===== src/rtl/mdu_pkg.sv =====
// mdu_pkg: shared opcode/state types and operand-signedness helpers for mdu_iter
package mdu_pkg;
  typedef enum logic [2:0] {
    OP_MUL, OP_MULH, OP_MULHSU, OP_MULHU, OP_DIV, OP_DIVU, OP_REM, OP_REMU
  } mdu_op_e;
  typedef enum logic [1:0] {S_IDLE, S_CALC, S_FIX, S_DONE} mdu_state_e;
  function automatic logic is_div(mdu_op_e op);
    return op[2];
  endfunction
  function automatic logic is_signed_a(mdu_op_e op);
    return op inside {OP_MULH, OP_MULHSU, OP_DIV, OP_REM};
  endfunction
  function automatic logic is_signed_b(mdu_op_e op);
    return op inside {OP_MULH, OP_DIV, OP_REM};
  endfunction
endpackage


===== src/rtl/mdu_iter_cond_neg.sv =====
// cond_neg: two's-complement negate when neg is set, pass-through otherwise
module cond_neg #(
  parameter int W = 32
) (
  input  logic         neg,
  input  logic [W-1:0] in,
  output logic [W-1:0] out
);
  assign out = neg ? ~in + W'(1) : in;
endmodule


===== src/rtl/mdu_iter.sv =====
// mdu_iter: radix-2 iterative RV32M multiply/divide unit with valid/ready handshakes
module mdu_iter
  import mdu_pkg::*;
#(
  parameter int XLEN = 32
) (
  input  logic            i_clk,
  input  logic            i_reset,
  input  logic            i_valid,
  output logic            o_ready,
  input  logic [2:0]      i_op,
  input  logic [XLEN-1:0] i_op_a,
  input  logic [XLEN-1:0] i_op_b,
  input  logic            i_flush,
  output logic            o_valid,
  input  logic            i_ready,
  output logic [XLEN-1:0] o_result,
  output logic            o_busy
);
  localparam int CNT_W = $clog2(XLEN) + 1;
  mdu_state_e        state_q, state_d;
  mdu_op_e           op_q, op_d, in_op;
  logic              sa_q, sa_d, sb_q, sb_d, neg_a, neg_b, dz, ovf, fix_neg;
  logic [XLEN-1:0]   ma_q, ma_d, mb_q, mb_d, result_q, result_d;
  logic [XLEN-1:0]   abs_a, abs_b, fast_res, fix_res;
  logic [2*XLEN-1:0] acc_q, acc_d, fix_in, fix_out;
  logic [CNT_W-1:0]  cnt_q, cnt_d;
  logic [XLEN:0]     mul_sum, div_r, div_diff;
  assign in_op    = mdu_op_e'(i_op);
  assign neg_a    = is_signed_a(in_op) & i_op_a[XLEN-1];
  assign neg_b    = is_signed_b(in_op) & i_op_b[XLEN-1];
  assign dz       = is_div(in_op) & ~|i_op_b;
  assign ovf      = (in_op == OP_DIV || in_op == OP_REM) &&
                    i_op_a == {1'b1, {(XLEN-1){1'b0}}} && &i_op_b;
  assign fast_res = dz ? (in_op[1] ? i_op_a : '1) : (in_op == OP_DIV ? i_op_a : '0);
  cond_neg #(.W(XLEN)) u_abs_a (.neg(neg_a), .in(i_op_a), .out(abs_a));
  cond_neg #(.W(XLEN)) u_abs_b (.neg(neg_b), .in(i_op_b), .out(abs_b));
  // Divide keeps remainder in the high half and quotient in the low half; the
  // product is negated at full width so MULH*/MUL both see a correct result.
  assign fix_in  = !is_div(op_q) ? acc_q :
                   {{XLEN{1'b0}}, op_q[1] ? acc_q[2*XLEN-1:XLEN] : acc_q[XLEN-1:0]};
  assign fix_neg = op_q == OP_REM ? sa_q : sa_q ^ sb_q;
  cond_neg #(.W(2*XLEN)) u_fix (.neg(fix_neg), .in(fix_in), .out(fix_out));
  assign fix_res = (op_q == OP_MUL || is_div(op_q)) ? fix_out[XLEN-1:0] : fix_out[2*XLEN-1:XLEN];
  // One shift-add multiply step and one restoring-divide step on the magnitudes
  always_comb begin
    mul_sum  = {1'b0, acc_q[2*XLEN-1:XLEN]} + (mb_q[0] ? {1'b0, ma_q} : '0);
    div_r    = {acc_q[2*XLEN-1:XLEN], ma_q[XLEN-1]};
    div_diff = div_r - {1'b0, mb_q};
  end
  // Next-state and datapath updates; flush overrides everything except reset
  always_comb begin
    state_d  = state_q;
    op_d     = op_q;
    sa_d     = sa_q;
    sb_d     = sb_q;
    ma_d     = ma_q;
    mb_d     = mb_q;
    acc_d    = acc_q;
    cnt_d    = cnt_q;
    result_d = result_q;
    case (state_q)
      S_IDLE: if (i_valid && !i_flush) begin
        op_d    = in_op;
        sa_d    = neg_a;
        sb_d    = neg_b;
        ma_d    = abs_a;
        mb_d    = abs_b;
        acc_d   = '0;
        cnt_d   = CNT_W'(XLEN);
        state_d = (dz || ovf) ? S_DONE : S_CALC;
        if (dz || ovf) result_d = fast_res;
      end
      S_CALC: begin
        cnt_d = cnt_q - CNT_W'(1);
        if (is_div(op_q)) begin
          ma_d  = ma_q << 1;
          acc_d = div_diff[XLEN] ? {div_r[XLEN-1:0], acc_q[XLEN-2:0], 1'b0}
                                 : {div_diff[XLEN-1:0], acc_q[XLEN-2:0], 1'b1};
        end else begin
          mb_d  = mb_q >> 1;
          acc_d = {mul_sum, acc_q[XLEN-1:1]};
        end
        if (cnt_q == CNT_W'(1)) state_d = S_FIX;
      end
      S_FIX: begin
        result_d = fix_res;
        state_d  = S_DONE;
      end
      S_DONE: if (i_ready) state_d = S_IDLE;
    endcase
    if (i_flush) state_d = S_IDLE;
  end
  // State and datapath registers with synchronous reset
  always_ff @(posedge i_clk) begin
    if (i_reset) begin
      state_q  <= S_IDLE;
      op_q     <= OP_MUL;
      sa_q     <= 1'b0;
      sb_q     <= 1'b0;
      ma_q     <= '0;
      mb_q     <= '0;
      acc_q    <= '0;
      cnt_q    <= '0;
      result_q <= '0;
    end else begin
      state_q  <= state_d;
      op_q     <= op_d;
      sa_q     <= sa_d;
      sb_q     <= sb_d;
      ma_q     <= ma_d;
      mb_q     <= mb_d;
      acc_q    <= acc_d;
      cnt_q    <= cnt_d;
      result_q <= result_d;
    end
  end
  assign o_ready  = state_q == S_IDLE;
  assign o_valid  = state_q == S_DONE;
  assign o_busy   = state_q != S_IDLE;
  assign o_result = result_q;
endmodule

===== config.mk =====
export PLATFORM = sky130hd
export DESIGN_NAME = mdu_iter
export DESIGN_NICKNAME = d
export VERILOG_FILES = /design/src/rtl/mdu_pkg.sv /design/src/rtl/mdu_iter_cond_neg.sv /design/src/rtl/mdu_iter.sv
export SDC_FILE = /design/constraint.sdc
export NUM_CORES = 1
export LEC_CHECK = 0
export ABC_AREA = 0
export CAP_MARGIN = 20
export CORE_AREA = 2 2 232 234
export CTS_CLUSTER_DIAMETER = 80
export DETAILED_ROUTE_END_ITERATION = 8
export DIE_AREA = 0 0 234 236
export PLACE_DENSITY = 0.44
export SLEW_MARGIN = 10
export SYNTH_ARGS = -nofsm -noshare
export SYNTH_HDL_FRONTEND = slang
export SYNTH_HIERARCHICAL = 1
export SYNTH_SLANG_ARGS = --single-unit

===== constraint.sdc =====
create_clock -name i_clk -period 4.5 [get_ports i_clk]
set_clock_uncertainty 0.2 [all_clocks]
set_input_delay 0.9 -clock i_clk [delete_from_list [all_inputs] [get_ports i_clk]]
set_output_delay 0.9 -clock i_clk [all_outputs]
set_load 0.1 [all_outputs]

==> flow_metrics.tcl, run 1 <==
set metrics [dict create \
    hold_path.class "reg2reg" \
    crit_path_end_kind "flop" \
    syn_area_per_cell_um2 7.92 \
    effective_utilization_at_floorplan_pct 29.6 \
    regToRegEndpoint "o_result[30]" \
    synth.distinct_cells 89 \
    final_net_count 2208 \
    cap_viol_max_count 0 \
    rr_startpoint "op_q[1]" \
    final_antenna_net_count 0 \
    clk_pin_slew_ns 0.08 \
    cellPowerDensity_nw_per_um2 224 \
    worst-endpoint-required_ns 4.74 \
    grt_antenna_before_repair 1 \
    first_global_vias 14643 \
    synth_largest_type_area_fraction_pct 22.0 \
    clk_root_buffer_cell "clkbuf_16" \
    post_synth_edffs 0 \
    timing.final.max_slew_violations 0 \
    cp_data_arrival_time_ns 4.51 \
    post_cts_hold_buffer_count 0 \
    globalplace.congestion 0.865 \
    htree_num_levels 4 \
    report.final.setup_viol 0 \
    p_total_mw 4.14 \
    critical_path.startpoint_type "primary input" \
    largest_net_degree_at_the_start_of_global_routing 67 \
    synthFlopType "dfxtp_1" \
    postRouteWirelength_mm 61.3 \
    ir_worst_vdd_v 0.000225 \
    io_pins 107 \
    hold_viol 0 \
    grtUsageTotal_pct 22.3 \
    drt_iter0_drc 1382 \
    cts.sinks 173 \
    route.detailed.wl_per_inst_um 22.1 \
    cts_tree "done" \
    grt_setup_unrepaired "no" \
    ratio_of_cells_with_drive_above_1_in_the_final_layout_pct 12.2 \
    yosys-top-cells-area "dfxtp_1 22%, xnor2_1 8.9%, ha_1 5.9%" \
    period_minus_slack_ns 4.28 \
    path_max_fanout 64 \
    buffer_ports.inserted 106 \
    drt-pass1-iter-count 6 \
    tightestPinTransition_ns 1.05 \
    ys_warn_count 6 \
    timing_worst_setup_path_type "in2reg" \
    result_of_the_run "finished clean" \
    static_leak_nw 6.77 \
    worst_skew_pair.late_latency_ns 0.50 \
    synth_fp_nets 2131 \
    seq_area_frac_synth_pct 22.0 \
    synth_most_common_cell "nand2_1" \
    grt_first_pass_wirelength_mm 93.1 \
    post-dp-hpwl_mm 47.4 \
    dieHeight_um 236 \
    synth_largest_area_cell "dfxtp_1" \
    worst_hold_startpoint "acc_q[31]" \
    synth.cells.most_frequent "190 x nand2_1, 173 x dfxtp_1, 165 x nor2_1" \
    tcrit_tclk_final_pct 95.0 \
    max_clock_freq_ghz 0.234 \
    fill_cells 5619 \
    cts-resized-gates 0 \
    numCtsBuffers 17 \
    async_sr_flop_fraction_pct 0 \
    drt_drc_violations_left 0 \
    synthCells 1983 \
    die_area_um2 55200 \
    core.rowCount 85 \
    timing.reg2reg.setup_slack_ns 0.41 \
    floorplan.core_area_um2 53100 \
    overflow 0 \
    vias_per_cell 5.52 \
    rr_worst_depth 12 \
    final_core_utilization_pct 34.7 \
    post_cts_buffers 0 \
    via_count 15279 \
    crit_path_start "i_op_a[20]" \
    area_growth_pct 17.4 \
    ys_ff_latch 173 \
    cts_buffer_depth 2 \
    worstSetupEndpoint "o_result[6]" \
    totalNegativeSetupSlack_ns 0 \
    die_width_um 234 \
    slew_headroom_pct 30.1 \
    mappedNetlistArea_um2 15700 \
]
==> area by class of cell <==
| class | count | area (µm²) | area share [%] |
|---|---|---|---|
| Antenna cell | 1 | 2.50 | 0.0136 |
| Clock buffer | 19 | 453 | 2.46 |
| Clock inverter | 13 | 115 | 0.624 |
| Inverter | 68 | 255 | 1.38 |
| Multi-Input combinational cell | 1619 | 11600 | 62.8 |
| Sequential cell | 173 | 3460 | 18.8 |
| Tap cell | 696 | 871 | 4.72 |
| Timing Repair Buffer | 181 | 1690 | 9.19 |
==> state kept, by name, summed over array words and instances, names as in the netlist <==
name	cells
acc_q	64
cnt_q	6
ma_q	32
mb_q	32
o_result	32
op_q	3
sa_q	1
sb_q	1
state_q	2
==> cell usage in the layout (no fill, tap or decap), types with 60 or more instances in the layout <==
cell / instances
buf_4: 71
o21ai_0: 92
ha_1: 72
xnor2_1: 158
mux2_2: 60
a211oi_1: 99
dfxtp_1: 172
nand2_1: 190
clkdlybuf4s50_1: 104
mux2i_1: 90
a21oi_1: 114
inv_1: 68
nor2_1: 161
==> kinds of logic (layout without fill, tap and decap cells) <==
group | Yosys count | count (layout) | synth area share, %
muxes | 150 | 150 | 10.0
AOI/OAI and AO/OA | 554 | 554 | 24.9
DFF | 173 | 173 | 22.0
adders and majority gates | 76 | 76 | 6.15
xor gates and xnor gates | 182 | 182 | 10.1
other | 0 | 1 | 0
buffers and inverters | 191 | 281 | 4.82
and+or+nand+nor | 657 | 657 | 21.9
==> power by group <==
| part | internal (mW) | total [mW] | switching (mW) |
|---|---|---|---|
| registers | 1.59 | 1.64 | 0.0506 |
| logic | 0.379 | 0.973 | 0.594 |
| clock network | 0.790 | 1.52 | 0.734 |
==> routing by layer <==
layer	wire [µm]	GRT usage, %	up-vias
met1	29400	31.5	7354
met5	0	0	-
li1	-	-	7454
met2	27500	34.5	405
met3	2830	3.38	66
met4	1560	7.02	0
==> worst max-delay path, cell delays in order <==
cell and delay [ns]:
clkdlybuf4s50_1 0.64, nor4_1 0.79, nand4_1 0.16, nor3_1 0.49
nand4_1 0.21, and3_1 0.25, a21o_2 0.22, buf_12 0.18
a311oi_1 0.44, a21oi_1 0.08, nor2_1 0.09
==> stage by stage <==
step	instances	hold slack (ns)	worst slack (ns)	instance area, µm²
6_report	2770	0.279	0.223	18400
5_1_grt	2769	0.308	0.151	18400
4_1_cts	2769	0.278	0.385	18400
3_5_place_dp	2737	0.265	-0.160	17900
3_3_place_gp	2737	0.261	-0.191	17900
2_1_floorplan	1983	0.243	0.248	15700
==> how the worst min path moves through the flow <==
stage	slack [ns]	cells past startpoint	to
floorplan	0.24	2	acc_q[31]
global placement	0.26	2	acc_q[31]
detailed placement	0.26	2	acc_q[31]
CTS	0.28	2	acc_q[31]
global route	0.31	2	acc_q[22]
finish	0.28	2	acc_q[31]
Power figures use the tool's default switching activity.
==> run 2, diff against run 1 <==
--- a/config.mk
+++ b/config.mk
@@ -7,13 +7,13 @@
 export LEC_CHECK = 0
 export ABC_AREA = 0
 export CAP_MARGIN = 20
-export CORE_AREA = 2 2 232 234
+export CORE_AREA = 2 2 234 236
 export CTS_CLUSTER_DIAMETER = 80
 export DETAILED_ROUTE_END_ITERATION = 8
-export DIE_AREA = 0 0 234 236
+export DIE_AREA = 0 0 236 238
+export GPL_ROUTABILITY_DRIVEN = 0
 export PLACE_DENSITY = 0.44
 export SLEW_MARGIN = 10
 export SYNTH_ARGS = -nofsm -noshare
 export SYNTH_HDL_FRONTEND = slang
-export SYNTH_HIERARCHICAL = 1
 export SYNTH_SLANG_ARGS = --single-unit
==> run 2 against run 1 <==
Non-clock buffer count grew 38. Routed wire length is 14% higher. Combinational power up 19%. Clock power grew 3%. Core utilization up 0.40 points. Sequential power hardly changed. Flip-flop and latch count stayed put. Final area up 2.0%. First-iteration DRC count rose by 23%. Hold slack worse by 0.021 ns. Critical path depth decreased by 1. Die area grew 1.7%. Critical path type is now reg2reg. Critical endpoint is now o_result[3].
==> flow_metrics.tcl, run 2 <==
set metrics [dict create \
    ratio_of_cells_with_drive_above_1_in_the_final_layout_pct 9.24 \
    max_flop_register "acc_q" \
    power_frac_seq_pct 37.6 \
    synth_largest_area_cell "dfxtp_1" \
    largest_reg_flops 64 \
    buffer_ports.inserted 106 \
    ys_ff_latch 173 \
    die_width_um 236 \
    overflow 0 \
    timing.final.max_slew_violations 0 \
    synth.distinct_cells 90 \
    max_clock_freq_ghz 0.236 \
    post-dp-hpwl_mm 53.9 \
    cp_data_arrival_time_ns 4.40 \
    grt_antenna_before_repair 0 \
    mostFrequentLayoutCells "358 x nand2_1, 244 x a21oi_1, 197 x o21ai_0" \
    p_int_mw 2.86 \
    cts.sinks 173 \
    timing_worst_setup_path_type "reg2reg" \
    ir_worst_vdd_v 0.000289 \
    clk_root_buffer_cell "clkbuf_16" \
    worstSetupEndpoint "o_result[3]" \
    regToRegEndpoint "o_result[3]" \
    period_minus_slack_ns 4.24 \
    grtUsageTotal_pct 24.6 \
    slew_headroom_pct 30.8 \
    post_synth_edffs 0 \
    synth_most_common_cell "nand2_1" \
    clk_pin_slew_ns 0.08 \
    report.final.setup_viol 0 \
    worst_skew_pair.late_latency_ns 0.50 \
    post_cts_buffers 0 \
    totalNegativeSetupSlack_ns 0 \
    cts_buffer_depth 2 \
    first_global_vias 16229 \
    crit_path_start "op_q[2]" \
    seq_area_frac_synth_pct 21.7 \
    p_sw_mw 1.51 \
    synth_largest_type_area_fraction_pct 21.7 \
    tcrit_tclk_final_pct 94.2 \
    ys_warn_count 0 \
    drt_iter0_drc 1702 \
    drt-pass1-iter-count 5 \
    area_growth_pct 17.6 \
    final_net_count 2495 \
    fill_cells 5692 \
    rr_startpoint "op_q[2]" \
    synth.cells.most_frequent "358 x nand2_1, 246 x a21oi_1, 199 x o21ai_0" \
    via_count 17421 \
    vias_per_cell 5.70 \
    comb_power_share_pct 26.5 \
    grt_setup_unrepaired "no" \
    io_pins 107 \
    final_antenna_net_count 0 \
    cts-resized-gates 0 \
    post_cts_hold_buffer_count 0 \
    largest_net_degree_at_the_start_of_global_routing 117 \
    power_frac_clock_pct 35.9 \
    rr_worst_depth 10 \
    grt_first_pass_wirelength_mm 105 \
    mappedNetlistArea_um2 16000 \
    cts_tree "done" \
    floorplan.core_area_um2 53500 \
    synth_fp_nets 2418 \
    hold_viol 0 \
    drt_drc_violations_left 0 \
    p_total_mw 4.37 \
    static_leak_nw 7.17 \
    dieHeight_um 238 \
    hold_path.class "reg2reg" \
    crit_path_end_kind "flop" \
    syn_area_per_cell_um2 7.05 \
    timing.reg2reg.setup_slack_ns 0.26 \
    cap_viol_max_count 0 \
    effective_utilization_at_floorplan_pct 29.9 \
    most_common_library_cell_in_the_layout_ignoring_fill_and_taps "nand2_1" \
    critical_path.startpoint_type "flop" \
    postRouteWirelength_mm 69.8 \
    numCtsBuffers 17 \
    die_area_um2 56200 \
    async_sr_flop_fraction_pct 0 \
    htree_num_levels 4 \
    tightestPinTransition_ns 1.03 \
    worst-endpoint-required_ns 4.66 \
    path_max_fanout 48 \
    core.rowCount 85 \
    swShare_pct 34.6 \
    yosys-top-cells-area "dfxtp_1 22%, nand2_1 8.4%, a21oi_1 7.7%" \
    antenna_cells 0 \
    result_of_the_run "finished clean" \
    synthFlopType "dfxtp_1" \
    route.detailed.wl_per_inst_um 22.9 \
    synthCells 2269 \
    cellPowerDensity_nw_per_um2 232 \
]
[run 2: changes by cell type after synthesis, moves of 18 or more]
cell      before  now
nand2_1      190  358
a21oi_1      115  246
o21ai_0       93  199
xnor2_1      159   79
a211oi_1      99   30
xor2_1        23   88
mux2i_1       90   55
mux2_2        60   31
a311oi_1      34    6
nor3_1        22   50
nor2b_1       36    9
o31ai_1       40   18
clkbuf_1     103  123
buf_2          2   20
[run 2: worst min path at each step]
stage | start | slack (ns) | to | depth (start not counted)
after CTS | mb_q[26] | 0.26 | mb_q[26] | 2
after global placement | mb_q[2] | 0.25 | mb_q[2] | 2
final | mb_q[26] | 0.26 | mb_q[26] | 2
after floorplan | acc_q[0] | 0.23 | acc_q[0] | 2
after global routing | mb_q[26] | 0.29 | mb_q[26] | 2
after detailed placement | mb_q[26] | 0.25 | mb_q[26] | 2
[run 2: kinds of logic (layout without fill, tap and decap cells)]
logic type	Yosys count	after routing	share of synthesized area (%)
xor+xnor	167	167	9.15
flops	173	173	21.7
fa+ha+maj	77	77	6.12
compound gates	721	721	27.6
buf+inv	229	319	5.86
simple gates	816	816	24.0
mux	86	86	5.63
[run 2: critical path, cell delays in order, from the launching register on]
cell	delay [ns]
dfxtp_4	0.71
or4bb_1	0.66
a222oi_1	0.42
and4_1	0.56
nand2_2	0.21
o21ai_0	0.31
xnor2_1	0.09
o21ai_0	0.51
a221oi_1	0.19
a21oi_1	0.16
nor2_1	0.05
[run 2: final cells by class]
type                    instances  area (µm²)  share of cell area, %
clock buffers                  19         443                   2.36
clock inverters                13         140                  0.745
inverters                      68         255                   1.36
multi-input cells            1867       11700                   62.1
flip-flops and latches        173        3470                   18.4
well taps                     696         871                   4.63
repair buffers                219        1950                   10.4
[run 2: power by group through the flow]
stage / clock network (mW) / registers [mW] / logic, mW
after floorplan: 0 / 1.65 / 0.728
after global placement: 0 / 1.67 / 1.14
after detailed placement: 0 / 1.68 / 1.14
after CTS: 1.60 / 1.64 / 1.15
after global routing: 1.67 / 1.65 / 1.26
final: 1.57 / 1.64 / 1.16
[run 2: through the flow]
stage | hold slack [ns] | instances | util, % | setup slack, ns | area (µm²)
floorplan | 0.232 | 2269 | - | 0.477 | 16000
global placement | 0.245 | 3023 | 34.1 | 0.190 | 18200
detailed placement | 0.252 | 3023 | 34.1 | 0.125 | 18200
CTS | 0.262 | 3055 | 35.1 | 0.392 | 18800
global route | 0.285 | 3055 | 35.1 | 0.106 | 18800
finish | 0.258 | 3055 | 35.1 | 0.259 | 18800
[run 2: routing by layer]
| layer | up-vias | GRT usage (%) | share of wire [%] |
|---|---|---|---|
| li1 | 8315 | - | - |
| met1 | 8325 | 34.1 | 47 |
| met2 | 671 | 37.7 | 43 |
| met3 | 110 | 4.69 | 6.9 |
| met4 | 0 | 9.17 | 3.1 |
| met5 | - | 0 | 0 |
==> run 3, diff against run 2 <==
--- a/config.mk
+++ b/config.mk
@@ -13,6 +13,7 @@
 export DIE_AREA = 0 0 236 238
 export GPL_ROUTABILITY_DRIVEN = 0
 export PLACE_DENSITY = 0.44
+export SETUP_SLACK_MARGIN = 0.5
 export SLEW_MARGIN = 10
 export SYNTH_ARGS = -nofsm -noshare
 export SYNTH_HDL_FRONTEND = slang
==> run 3 against run 2 <==
Total power is 0.36% lower. Critical path depth unchanged. Combinational power about the same. Final area is 0.71% higher. Core utilization rose by 0.25 points. Hold slack lost 0.0020 ns. Highest routed layer unchanged.
==> flow_metrics.tcl, run 3 (same netlist as run 2, synthesis figures left out) <==
set metrics [dict create \
    hold_viol 0 \
    totalNegativeSetupSlack_ns 0 \
    final_cells 3066 \
    slew_headroom_pct 28.5 \
    grtUsageTotal_pct 24.4 \
    post-dp-hpwl_mm 53.9 \
    global_route_layer_with_the_greatest_usage "met2" \
    cts_buffer_depth 2 \
    hold_path.class "reg2reg" \
    clk_pin_slew_ns 0.07 \
    cap_viol_max_count 0 \
    dieHeight_um 238 \
    core.rowCount 85 \
    antenna_cells 0 \
    timing_worst_setup_path_type "in2reg" \
    timing.final.max_slew_violations 0 \
    grt_setup_unrepaired "yes" \
    worst_hold_path.num_cells 2 \
    final_core_utilization_pct 35.4 \
    cts.sinks 173 \
    placement.setup.worst_slack_ns 0.161 \
    tcrit_tclk_final_pct 85.9 \
    largest_net_degree_at_the_start_of_global_routing 130 \
    overflow 0 \
    drt_drc_violations_left 0 \
    cp_data_arrival_time_ns 4.07 \
    via_count 17554 \
    die_area_um2 56200 \
    static_leak_nw 7.26 \
    path_max_fanout 16 \
    htree_num_levels 4 \
    buffer_ports.inserted 106 \
    grt_use_met3_pct 4.33 \
    placed_cells 3034 \
    clk_root_buffer_cell "clkbuf_16" \
    cellPowerDensity_nw_per_um2 230 \
    effective_utilization_at_floorplan_pct 29.9 \
    post_cts_hold_buffer_count 0 \
    smallest_hold_slack_ns 0.256 \
    worst_skew_pair.late_latency_ns 0.50 \
    critical_path.startpoint_type "primary input" \
    largest_reg_flops 64 \
    tightestPinTransition_ns 1.07 \
    floorplan.core_area_um2 53500 \
    use_met2_pct 37.5 \
    dpl_cell_area_um2 18300 \
    route.detailed.wl_per_inst_um 22.7 \
    drt_iter0_drc 1673 \
    max_flop_register "acc_q" \
    vias_per_cell 5.73 \
    final_antenna_net_count 0 \
    first_global_vias 16244 \
    numCtsBuffers 17 \
    period_minus_slack_ns 3.86 \
    crit_path_end_kind "flop" \
    final_net_count 2508 \
    most_common_library_cell_in_the_layout_ignoring_fill_and_taps "nand2_1" \
    io_pins 107 \
    report.final.setup_viol 0 \
    drt-pass1-iter-count 5 \
    ratio_of_cells_with_drive_above_1_in_the_final_layout_pct 9.92 \
    worst-endpoint-required_ns 4.71 \
    result_of_the_run "finished clean" \
    area_growth_pct 18.4 \
    groute.layer.met1.usage_pct 33.9 \
    setup_slack_after_layout_ns 0.636 \
    fill_cells 5690 \
    grt_antenna_before_repair 1 \
    mostFrequentLayoutCells "358 x nand2_1, 244 x a21oi_1, 192 x o21ai_0" \
    layout.cell_area.non_filler_um2 18900 \
    die_width_um 236 \
    rr_worst_depth 17 \
    timing.reg2reg.setup_slack_ns 0.64 \
    grt_first_pass_wirelength_mm 104 \
    p_total_mw 4.35 \
    cts_tree "done" \
    postRouteWirelength_mm 69.5 \
    max_clock_freq_ghz 0.259 \
    ir_worst_vdd_v 0.000239 \
]
run 3: what timing repair did:
| item | 4_1_cts | 5_1_grt |
|---|---|---|
| buffers inserted | 1 | 1 |
| gates resized for setup | 2 | 17 |
| pin swaps | 0 | 2 |
| endpoints found under the setup margin | 4 | 44 |
run 3: worst paths after layout:
kind                    from            to
setup / recovery  i_op_b[16]  o_result[25]
hold / removal       mb_q[2]       mb_q[2]
setup reg to reg    ma_q[31]     acc_q[40]
hold reg to reg      mb_q[2]       mb_q[2]
run 3: layout make-up:
type | count | area [µm²] | area share (%)
timing repair buffer | 232 | 2050 | 10.8
clock inverter | 6 | 88.8 | 0.469
multi-input combinational | 1867 | 11700 | 62.0
clock buffer | 24 | 472 | 2.49
tap | 696 | 871 | 4.60
sequential | 173 | 3470 | 18.3
inverter | 68 | 255 | 1.35
run 3: power by group:
| part | switching, mW | internal [mW] | total, mW |
|---|---|---|---|
| registers | 0.0516 | 1.58 | 1.64 |
| logic | 0.726 | 0.460 | 1.19 |
| clock network | 0.691 | 0.839 | 1.53 |
run 3: worst max-delay path, stage by stage:
cell	delay, ns
clkdlybuf4s50_1	0.42
or4_1	0.58
or3_1	0.40
or3_4	0.46
nor2_1	0.17
a31oi_1	0.13
a2bb2oi_2	0.30
or3_1	0.39
nand4b_1	0.21
o21ai_0	0.11
run 3: routing by layer:
| layer | routed length (µm) | up-vias |
|---|---|---|
| met5 | 0 | - |
| met4 | 2200 | 0 |
| met3 | 4560 | 115 |
| met2 | 30400 | 664 |
| met1 | 32300 | 8422 |
| li1 | - | 8353 |
